**config.mk**
```make
export PLATFORM = sky130hd
export DESIGN_NAME = fifo_bank_flat
export DESIGN_NICKNAME = d
export VERILOG_FILES = /design/src/rtl/fifo_bank_if.sv /design/src/rtl/fifo_bank.sv /design/src/flat_wrapper.sv
export SDC_FILE = /design/constraint.sdc
export NUM_CORES = 1
export LEC_CHECK = 0
export CORE_MARGIN = 2
export CORE_UTILIZATION = 60
export DETAILED_ROUTE_END_ITERATION = 16
export HOLD_SLACK_MARGIN = 0.1
export PLACE_DENSITY_LB_ADDON = 0.25
export SYNTH_ARGS = -nofsm -noshare
export SYNTH_HDL_FRONTEND = slang
export SYNTH_SLANG_ARGS = --single-unit
```
**constraint.sdc**
```tcl
create_clock -name clk -period 3.5 [get_ports clk]
set_input_delay 0.7 -clock clk [delete_from_list [all_inputs] [get_ports clk]]
set_output_delay 0.7 -clock clk [all_outputs]
set_load 0.02 [all_outputs]
```
**src/rtl/fifo_bank_if.sv**
```systemverilog
// fifo_bank_if: push/pop bus between producers, the round-robin scheduler and the fifo_bank.
// The master side drives pushes and pop requests; the slave side is the bank itself.
interface fifo_bank_if #(
    parameter int DATA_WIDTH = 8
);
    logic [3:0]            push;
    logic [DATA_WIDTH-1:0] data_in0;
    logic [DATA_WIDTH-1:0] data_in1;
    logic [DATA_WIDTH-1:0] data_in2;
    logic [DATA_WIDTH-1:0] data_in3;
    logic [1:0]            pop_id;
    logic                  valid;
    logic [DATA_WIDTH-1:0] data_out;
    logic                  data_out_valid;
    logic [1:0]            out_id;
    logic [3:0]            empty;
    logic [3:0]            full;
    logic [3:0]            overflow;
    logic [3:0]            underflow;
    modport master (
        output push, data_in0, data_in1, data_in2, data_in3, pop_id, valid,
        input  data_out, data_out_valid, out_id, empty, full, overflow, underflow
    );
    modport slave (
        input  push, data_in0, data_in1, data_in2, data_in3, pop_id, valid,
        output data_out, data_out_valid, out_id, empty, full, overflow, underflow
    );
endinterface

```
**src/rtl/fifo_bank.sv**
```systemverilog
// fifo_bank: four independent FIFOs with per-queue push, a scheduler-selected registered pop,
// registered-count empty/full flags and sticky overflow/underflow flags.
module fifo_bank #(
    parameter int DATA_WIDTH = 8,
    parameter int DEPTH      = 8,
    parameter int PTR_WIDTH  = 3
) (
    input logic        clk,
    input logic        reset,
    fifo_bank_if.slave bus
);
    logic [DATA_WIDTH-1:0] mem [4][DEPTH];
    logic [DATA_WIDTH-1:0] din [4];
    logic [PTR_WIDTH-1:0]  wp [4];
    logic [PTR_WIDTH-1:0]  rp [4];
    logic [PTR_WIDTH:0]    cnt [4];
    logic [3:0]            emp;
    logic [3:0]            ful;
    logic [3:0]            pop_sel;
    logic [3:0]            push_ok;
    logic                  pop_ok;
    assign din[0] = bus.data_in0;
    assign din[1] = bus.data_in1;
    assign din[2] = bus.data_in2;
    assign din[3] = bus.data_in3;
    assign bus.empty = emp;
    assign bus.full  = ful;
    always_comb begin
        for (int i = 0; i < 4; i++) begin
            emp[i] = cnt[i] == '0;
            ful[i] = cnt[i] == (PTR_WIDTH + 1)'(DEPTH);
        end
    end
    // A push into a full queue is still accepted when that queue is popped the same cycle.
    always_comb begin
        pop_ok = bus.valid && !emp[bus.pop_id];
        for (int i = 0; i < 4; i++) begin
            pop_sel[i] = pop_ok && bus.pop_id == 2'(i);
            push_ok[i] = bus.push[i] && (!ful[i] || pop_sel[i]);
        end
    end
    always_ff @(posedge clk) begin
        for (int i = 0; i < 4; i++)
            if (push_ok[i]) mem[i][wp[i]] <= din[i];
    end
    always_ff @(posedge clk or negedge reset) begin
        if (!reset) begin
            for (int i = 0; i < 4; i++) begin
                wp[i]  <= '0;
                rp[i]  <= '0;
                cnt[i] <= '0;
            end
            bus.data_out       <= '0;
            bus.data_out_valid <= 1'b0;
            bus.out_id         <= '0;
            bus.overflow       <= '0;
            bus.underflow      <= '0;
        end else begin
            for (int i = 0; i < 4; i++) begin
                if (push_ok[i]) wp[i] <= wp[i] + PTR_WIDTH'(1);
                if (pop_sel[i]) rp[i] <= rp[i] + PTR_WIDTH'(1);
                cnt[i] <= cnt[i] + (PTR_WIDTH + 1)'(push_ok[i]) - (PTR_WIDTH + 1)'(pop_sel[i]);
                if (bus.push[i] && !push_ok[i]) bus.overflow[i] <= 1'b1;
            end
            if (bus.valid && !pop_ok) bus.underflow[bus.pop_id] <= 1'b1;
            bus.data_out_valid <= pop_ok;
            if (pop_ok) begin
                bus.data_out <= mem[bus.pop_id][rp[bus.pop_id]];
                bus.out_id   <= bus.pop_id;
            end
        end
    end
endmodule
```
**src/flat_wrapper.sv**
```systemverilog
// flat-port wrapper written by rule: the top's interface ports become plain ports
module fifo_bank_flat 
#(
    parameter int DATA_WIDTH = 8,
    parameter int DEPTH      = 8,
    parameter int PTR_WIDTH  = 3
)
  (clk, reset, bus_push, bus_data_in0, bus_data_in1, bus_data_in2, bus_data_in3, bus_pop_id, bus_valid, bus_data_out, bus_data_out_valid, bus_out_id, bus_empty, bus_full, bus_overflow, bus_underflow);
  fifo_bank_if #(.DATA_WIDTH(DATA_WIDTH)) bus_i ();
  input logic clk;
  input logic reset;
  input wire logic [$bits(bus_i.push)-1:0] bus_push;
  input wire logic [$bits(bus_i.data_in0)-1:0] bus_data_in0;
  input wire logic [$bits(bus_i.data_in1)-1:0] bus_data_in1;
  input wire logic [$bits(bus_i.data_in2)-1:0] bus_data_in2;
  input wire logic [$bits(bus_i.data_in3)-1:0] bus_data_in3;
  input wire logic [$bits(bus_i.pop_id)-1:0] bus_pop_id;
  input wire logic [$bits(bus_i.valid)-1:0] bus_valid;
  output wire logic [$bits(bus_i.data_out)-1:0] bus_data_out;
  output wire logic [$bits(bus_i.data_out_valid)-1:0] bus_data_out_valid;
  output wire logic [$bits(bus_i.out_id)-1:0] bus_out_id;
  output wire logic [$bits(bus_i.empty)-1:0] bus_empty;
  output wire logic [$bits(bus_i.full)-1:0] bus_full;
  output wire logic [$bits(bus_i.overflow)-1:0] bus_overflow;
  output wire logic [$bits(bus_i.underflow)-1:0] bus_underflow;
  assign bus_i.push = bus_push;
  assign bus_i.data_in0 = bus_data_in0;
  assign bus_i.data_in1 = bus_data_in1;
  assign bus_i.data_in2 = bus_data_in2;
  assign bus_i.data_in3 = bus_data_in3;
  assign bus_i.pop_id = bus_pop_id;
  assign bus_i.valid = bus_valid;
  assign bus_data_out = bus_i.data_out;
  assign bus_data_out_valid = bus_i.data_out_valid;
  assign bus_out_id = bus_i.out_id;
  assign bus_empty = bus_i.empty;
  assign bus_full = bus_i.full;
  assign bus_overflow = bus_i.overflow;
  assign bus_underflow = bus_i.underflow;
  fifo_bank #(.DATA_WIDTH(DATA_WIDTH), .DEPTH(DEPTH), .PTR_WIDTH(PTR_WIDTH)) u_core (.clk(clk), .reset(reset), .bus(bus_i));
endmodule
```
; After elaboration in Yosys (flattened, before gate mapping)
; Memory sizes are Yosys's and may differ from the RTL's.
; Index checks and enable logic that the tools add are counted.
[classes]
n_reduce_logical = 38
n_eq_ne = 7
n_mux = 26
bitwise_logic = 7
n_lt_le_gt_ge = 12
add_sub_neg = 16
[ops]
columns = cell, count
row1 = $mux 64, 4
row2 = $demux 8 s3, 4
row3 = $mux 8, 6
row4 = $add 3x1->3 const B, 8
row5 = $bmux 8 s3, 1
row6 = $ge 4x4->1 const B, 5
row7 = $not 3->4, 5
row8 = $logic_and 1x1->1, 19
row9 = $add 4x1->4, 4
row10 = $eq 4x4->1 const B, 4
row11 = $logic_not 4->1, 4
row12 = $lt 4x1->1 const B, 4
row13 = $sub 4x1->4, 4
row14 = $logic_not 1->1, 10
row15 = $bmux 3 s2, 1
row16 = $mux 1, 6
row17 = $mux 3, 2
row18 = $eq 2x2->1 const B, 2
row19 = $logic_or 1x1->1, 4
row20 = $or 4x4->4, 1
row21 = $ge 3x3->1 const B, 1
row22 = $lt 2x3->1 const B, 1
row23 = $not 2->3, 1
row24 = $bmux 1 s2, 1
row25 = 4 further kinds, 4
[word_totals]
n_memories = 1
output_inout_bits = 27
input_bits = 41
elab_cells = 127
ff_bits = 59
mem_bits_rw = 256
[mem_list]
columns = memory, depth, width, read_ports, rd_clocked_by_memory_dff, write_ports, line_no
row1 = u_core.mem, 4, 64, 1, 0, 4, fifo_bank.sv:12  ; logic [DATA_WIDTH-1:0] mem [4][DEPTH];

; Depth between registers and ports, before layout
[logic_depth]
word_depth = 10
mapped_depth = 12
ltp_nobuf = 11

; Worst setup path after synthesis
; Ideal clock, no wire load.
[synth_timing]
kind = in2reg
startpoint = in bus_pop_id[0]
endpoint = mem u_core.mem[2][48] (netlist bit) (enable)
path_stages = 6
n_path_buf = 1
t_arrival_ns = 2.693
setup_ns = 0.395
required_ns = 3.105
setup_slack_ns = 0.413
path_cell_list = nor2b_1 -> a22o_1 -> buf_6 -> nor4_4 -> nor2_2 -> nor4_1
[synth_lines]
columns = item, line_no
row1 = start: declaration, flat_wrapper.sv:17  ; input wire logic [$bits(bus_i.pop_id)-1:0] bus_pop_id;
row2 = end: declaration, fifo_bank.sv:12

; Worst setup path in the final report
[layout_timing]
startpoint = reg u_core.cnt[10] (netlist bit)
endpoint = reg u_core.cnt[6] (netlist bit)
[layout_between]
elab_chain_len = 10
[layout_rtl]
columns = item, line_no
row1 = start: declaration, fifo_bank.sv:16  ; logic [PTR_WIDTH:0] cnt [4];
row2 = start signal: indexed assignment, fifo_bank.sv:62  ; cnt[i] <= cnt[i] + (PTR_WIDTH + 1)'(push_ok[i]) - (PTR_WIDTH + 1)'(pop_sel[i]);
row3 = $logic_not 4->1, fifo_bank.sv:30  ; emp[i] = cnt[i] == '0;
row4 = $bmux 1 s2, fifo_bank.sv:36  ; pop_ok = bus.valid && !emp[bus.pop_id];
row5 = $mux 1 (implied by the code), fifo_bank.sv:36
row6 = $logic_not 1->1, fifo_bank.sv:36
row7 = $logic_and 1x1->1, fifo_bank.sv:36
row8 = $logic_and 1x1->1, fifo_bank.sv:38  ; pop_sel[i] = pop_ok && bus.pop_id == 2'(i);
row9 = net u_core.pop_sel[2], fifo_bank.sv:19  ; logic [3:0] pop_sel;
row10 = $logic_or 1x1->1, fifo_bank.sv:39  ; push_ok[i] = bus.push[i] && (!ful[i] || pop_sel[i]);
row11 = $logic_and 1x1->1, fifo_bank.sv:39
row12 = net u_core.push_ok[2], fifo_bank.sv:20  ; logic [3:0] push_ok;
row13 = $add 4x1->4, fifo_bank.sv:62
row14 = $sub 4x1->4, fifo_bank.sv:62
; The timed path passes the listed nets, and every way through them passes these cells. The select of a mux whose other input is x is not followed.
; A chain may end at the register's enable or synchronous reset.

==> impl_summary.txt <==
----------------------------------------------------
[Yosys]
  Sequential element share of the synthesized area ... 0.700
  Combined area of all synthesized cells ... around 0.013 mm²
  Count of flip-flops with a built-in enable after synthesis ... ~260
  Flops & latches, synth ... about 320
  Yosys warning total ... 0
  Cell taking the most area after synthesis ... edfxtp_1
  Share of Yosys cell area claimed by the top area cell type ... 0.587
  Top_reg_cell synth ... edfxtp_1
  Number of instances in the synthesized netlist ... ~700
  Count leader, synth ... edfxtp_1
  Synthesized Nets ... 778
  Average size of a mapped cell ... 18.7 µm²
  Most used standard cells in the synthesized netlist ... 256 x edfxtp_1, 67 x mux4_2, 59 x dfrtp_1
  Largest cells by area after synthesis ... edfxtp_1 59%, mux4_2 12%, dfrtp_1 11%, ha_1 3.1%, mux2i_1 2.4%
  Post-synth ARST share ... 0.187
  Number of distinct library cells after synthesis ... 48

[Global routing]
  GR Util met1 ... 0.389
  Global-route wire length before repair ... roughly 46 mm
  Met2 track demand over resource ... 0.472
  Met3 Track Usage GR ... 0.0563
  Antenna violations before repair ... 0
  Pin count of the biggest net entering global routing ... 68
  Overall track demand over capacity in global routing ... 0.283
  Grt peak-use layer ... met2
  Number of global-route vias before repair ... between 7k and 8k
  Remaining global-route overflow ... 0

[Floorplan]
  Number of top-level pins ... between 60 and 70
  Floorplan die width ... between 150 and 200 µm
  Area of the core region ... roughly 0.022 mm²
  Die H ... ~150 µm
  Die area ... 0.0230 mm²
  Initial Util ... 0.605
  Cell Rows ... 54

[Route]
  Via count normalized by instance count ... roughly 6.4
  Number of nets with antenna violations after routing ... 0
  Routed via count ... a little over 7k
  DRC viols ... 0
  Initial DRT Pass Iterations ... 5
  Total detailed-routing wirelength ... between 30 and 40 mm
  Drt initial violations ... 765
  Post-detailed-route wirelength per cell ... roughly 28 µm

[Timing]
  Pin slew with the least headroom to its limit ... ~1000 ps
  Max Slew Vio Count ... 0
  Final hold violations ... 0
  Number of endpoints failing setup at the final stage ... 0
  Peak Freq ... between 300 and 400 MHz
  Setup total negative slack ... 0 ps
  Relative slew slack ... 0.334
  Final period util ... 0.868
  Worst clock skew ... 18.2 ps
  Post-layout minimum cycle time ... about 3000 ps
  Unrepaired setup endpoints after global routing ... false

[CTS]
  Largest buffer count on any clock path ... 3
  Count of clock tree sinks ... 315
  Number of H-tree levels ... 1
  Number of buffers added for setup after CTS ... 0
  Hold-fix buffers, CTS ... 0
  Clock tree from TritonCTS ... done
  Clock tree root buffer cell ... clkbuf_16
  Clock edge transition at the registers on the reported setup and hold paths ... about 60 ps
  Clock insertion delay at the later pin of the skew report ... around 550 ps
  Number of buffers created by CTS ... 31
  Number of gates resized after cts ... 0

[Setup path]
  Setup slack of the worst register-to-register path ... around 460 ps
  Cells on worst reg2reg path ... 10
  Critical setup path kind ... register to register
  Buffers and inverters on the worst path ... 2
  Critical path cell sequence ... inv_1, ha_1, nor3b_1, a22o_1, nor4_4, o21ai_4, inv_1, ha_1, fa_1, xor2_1
  Data arrival at the endpoint of the critical path ... 3460 ps
  Peak per-stage delay on the critical path ... around 540 ps
  Startpoint type of the worst setup path ... register
  R2R Path Start ... u_core.cnt[10]
  CP delay by family, top ... compound AO/OA/AOI/OAI gates
  Capturing point of the worst reg2reg path ... u_core.cnt[6]
  Stages on the worst setup path ... 10
  Critical path capture point type ... register
  Critical path endpoint ... u_core.cnt[6]
  Worst EP required ... 3930 ps
  Top fanout value on the critical path ... 6
  Cell type of the slowest stage on the worst timing path ... a22o_1
  Critical Path Start ... u_core.cnt[10]

[Placed design]
  Number of buffers inserted by port buffering ... 67
  GP Congestion ... 0.826
  Placed wire-length estimate ... between 15 and 20 mm

[Power]
  Static power due to leakage ... about 5.6 nW
  Power share of the clock group ... 0.288
  Gate power share ... 0.271
  Net switching fraction of the power ... 0.301
  Cell area power density ... 780 mW/mm²
  Net switching power ... roughly 3.6 mW
  IR drop worst, VDD ... around 0.49 mV
  Total power consumption of the routed design ... ~12 mW
  Cell internal pwr ... 8.44 mW
  Flop pwr share ... 0.441

[Worst hold path]
  Min-delay worst type ... input port to asynchronous set/reset pin

[Layout]
  Share of the core filled with cells in the final layout ... 0.716
  Layout overhead on the synthesized area ... 18.3%
  Fillers ... roughly 1.3k
  Diodes inserted ... 0
  Fraction of layout instances using a drive strength above 1 ... 0.234
  Nets@finish ... 899

[Run]
  Maximum Capacitance Violations ... 0

[Run status]
  Run status ... finished clean

----------------------------------------------------
-- state kept, by name, indices dropped and copies added, names as in the netlist --
name                       cells
u_core.wp                     12
u_core.cnt                    16
u_core.bus.underflow           4
u_core.bus.out_id              2
u_core.bus.data_out            8
u_core.bus.overflow            4
u_core.mem                   256
u_core.bus.data_out_valid      1
u_core.rp                     12
-- placed cells by master (no fill, tap or decap), drive strengths merged, types with 10 or more instances in the layout --
cell type        n
edfxtp         256
ha              32
clkdlybuf4s50   64
dfrtp           59
mux2            10
inv             48
xnor2           15
a22oi           16
nor3            16
buf             51
clkbuf          46
mux2i           32
nand3           16
nor2            14
mux4            67
o21ai           17
nor4            12
-- cell type report --
class                      instances  area (µm²)  area share
timing repair buffer             115        1060      0.0682
sequential                       315        9160       0.592
clock buffer                      46         942      0.0609
clock inverter                    11         156      0.0101
multi-input combinational        311        3630       0.235
tap                              280         350      0.0226
inverter                          48         180      0.0116
-- power groups by stage --
| stage | registers, mW | clock network [mW] | logic, mW |
|---|---|---|---|
| floorplan | 5.34 | 0 | 1.86 |
| global placement | 5.32 | 0 | 3.08 |
| detailed placement | 5.39 | 0 | 3.24 |
| CTS | 5.32 | 3.51 | 3.28 |
| global route | 5.39 | 3.65 | 3.53 |
| finish | 5.32 | 3.48 | 3.27 |
-- per-layer routing --
metal  routed length [µm]  share of wire  vias to the layer above
li1                     -              -                     2999
met1                11600           0.37                     3704
met2                15600           0.50                      417
met3                 3290           0.11                       67
met4                  806          0.026                        0
met5                    0              0                        -
-- cell families (layout without fill, tap and decap cells) --
kind of cell	count (synthesis)	after routing	synth area share
flops	315	315	0.700
mux	109	109	0.149
simple gates	87	87	0.0426
buf+inv	75	220	0.0260
compound gates	55	55	0.0296
fa+ha+maj	36	36	0.0367
xor+xnor	24	24	0.0161
-- how the worst min path moves through the flow --
stage | startpoint | slack (ps) | cells after the start | endpoint
after global routing | reset | 310 | 1 | u_core.bus.data_out[4]
after detailed placement | u_core.bus.overflow[3] | 450 | 1 | u_core.bus.overflow[3]
after global placement | u_core.bus.overflow[0] | 440 | 1 | u_core.bus.overflow[0]
after floorplan | reset | 400 | 0 | u_core.bus.data_out[0]
final | reset | 270 | 1 | u_core.bus.data_out[4]
after CTS | reset | 270 | 1 | u_core.rp[1]
-- per-stage QoR --
| step | cells | area, µm² | hold slack [ps] | setup WS [ps] |
|---|---|---|---|---|
| CTS | 1126 | 15500 | 273 | 418 |
| finish | 1126 | 15500 | 267 | 462 |
| detailed placement | 1069 | 14400 | 446 | 374 |
| global route | 1126 | 15500 | 311 | 279 |
| global placement | 1069 | 14400 | 444 | 452 |
| floorplan | 701 | 13100 | 404 | 413 |
No activity file was read; power rests on OpenSTA's default activity.
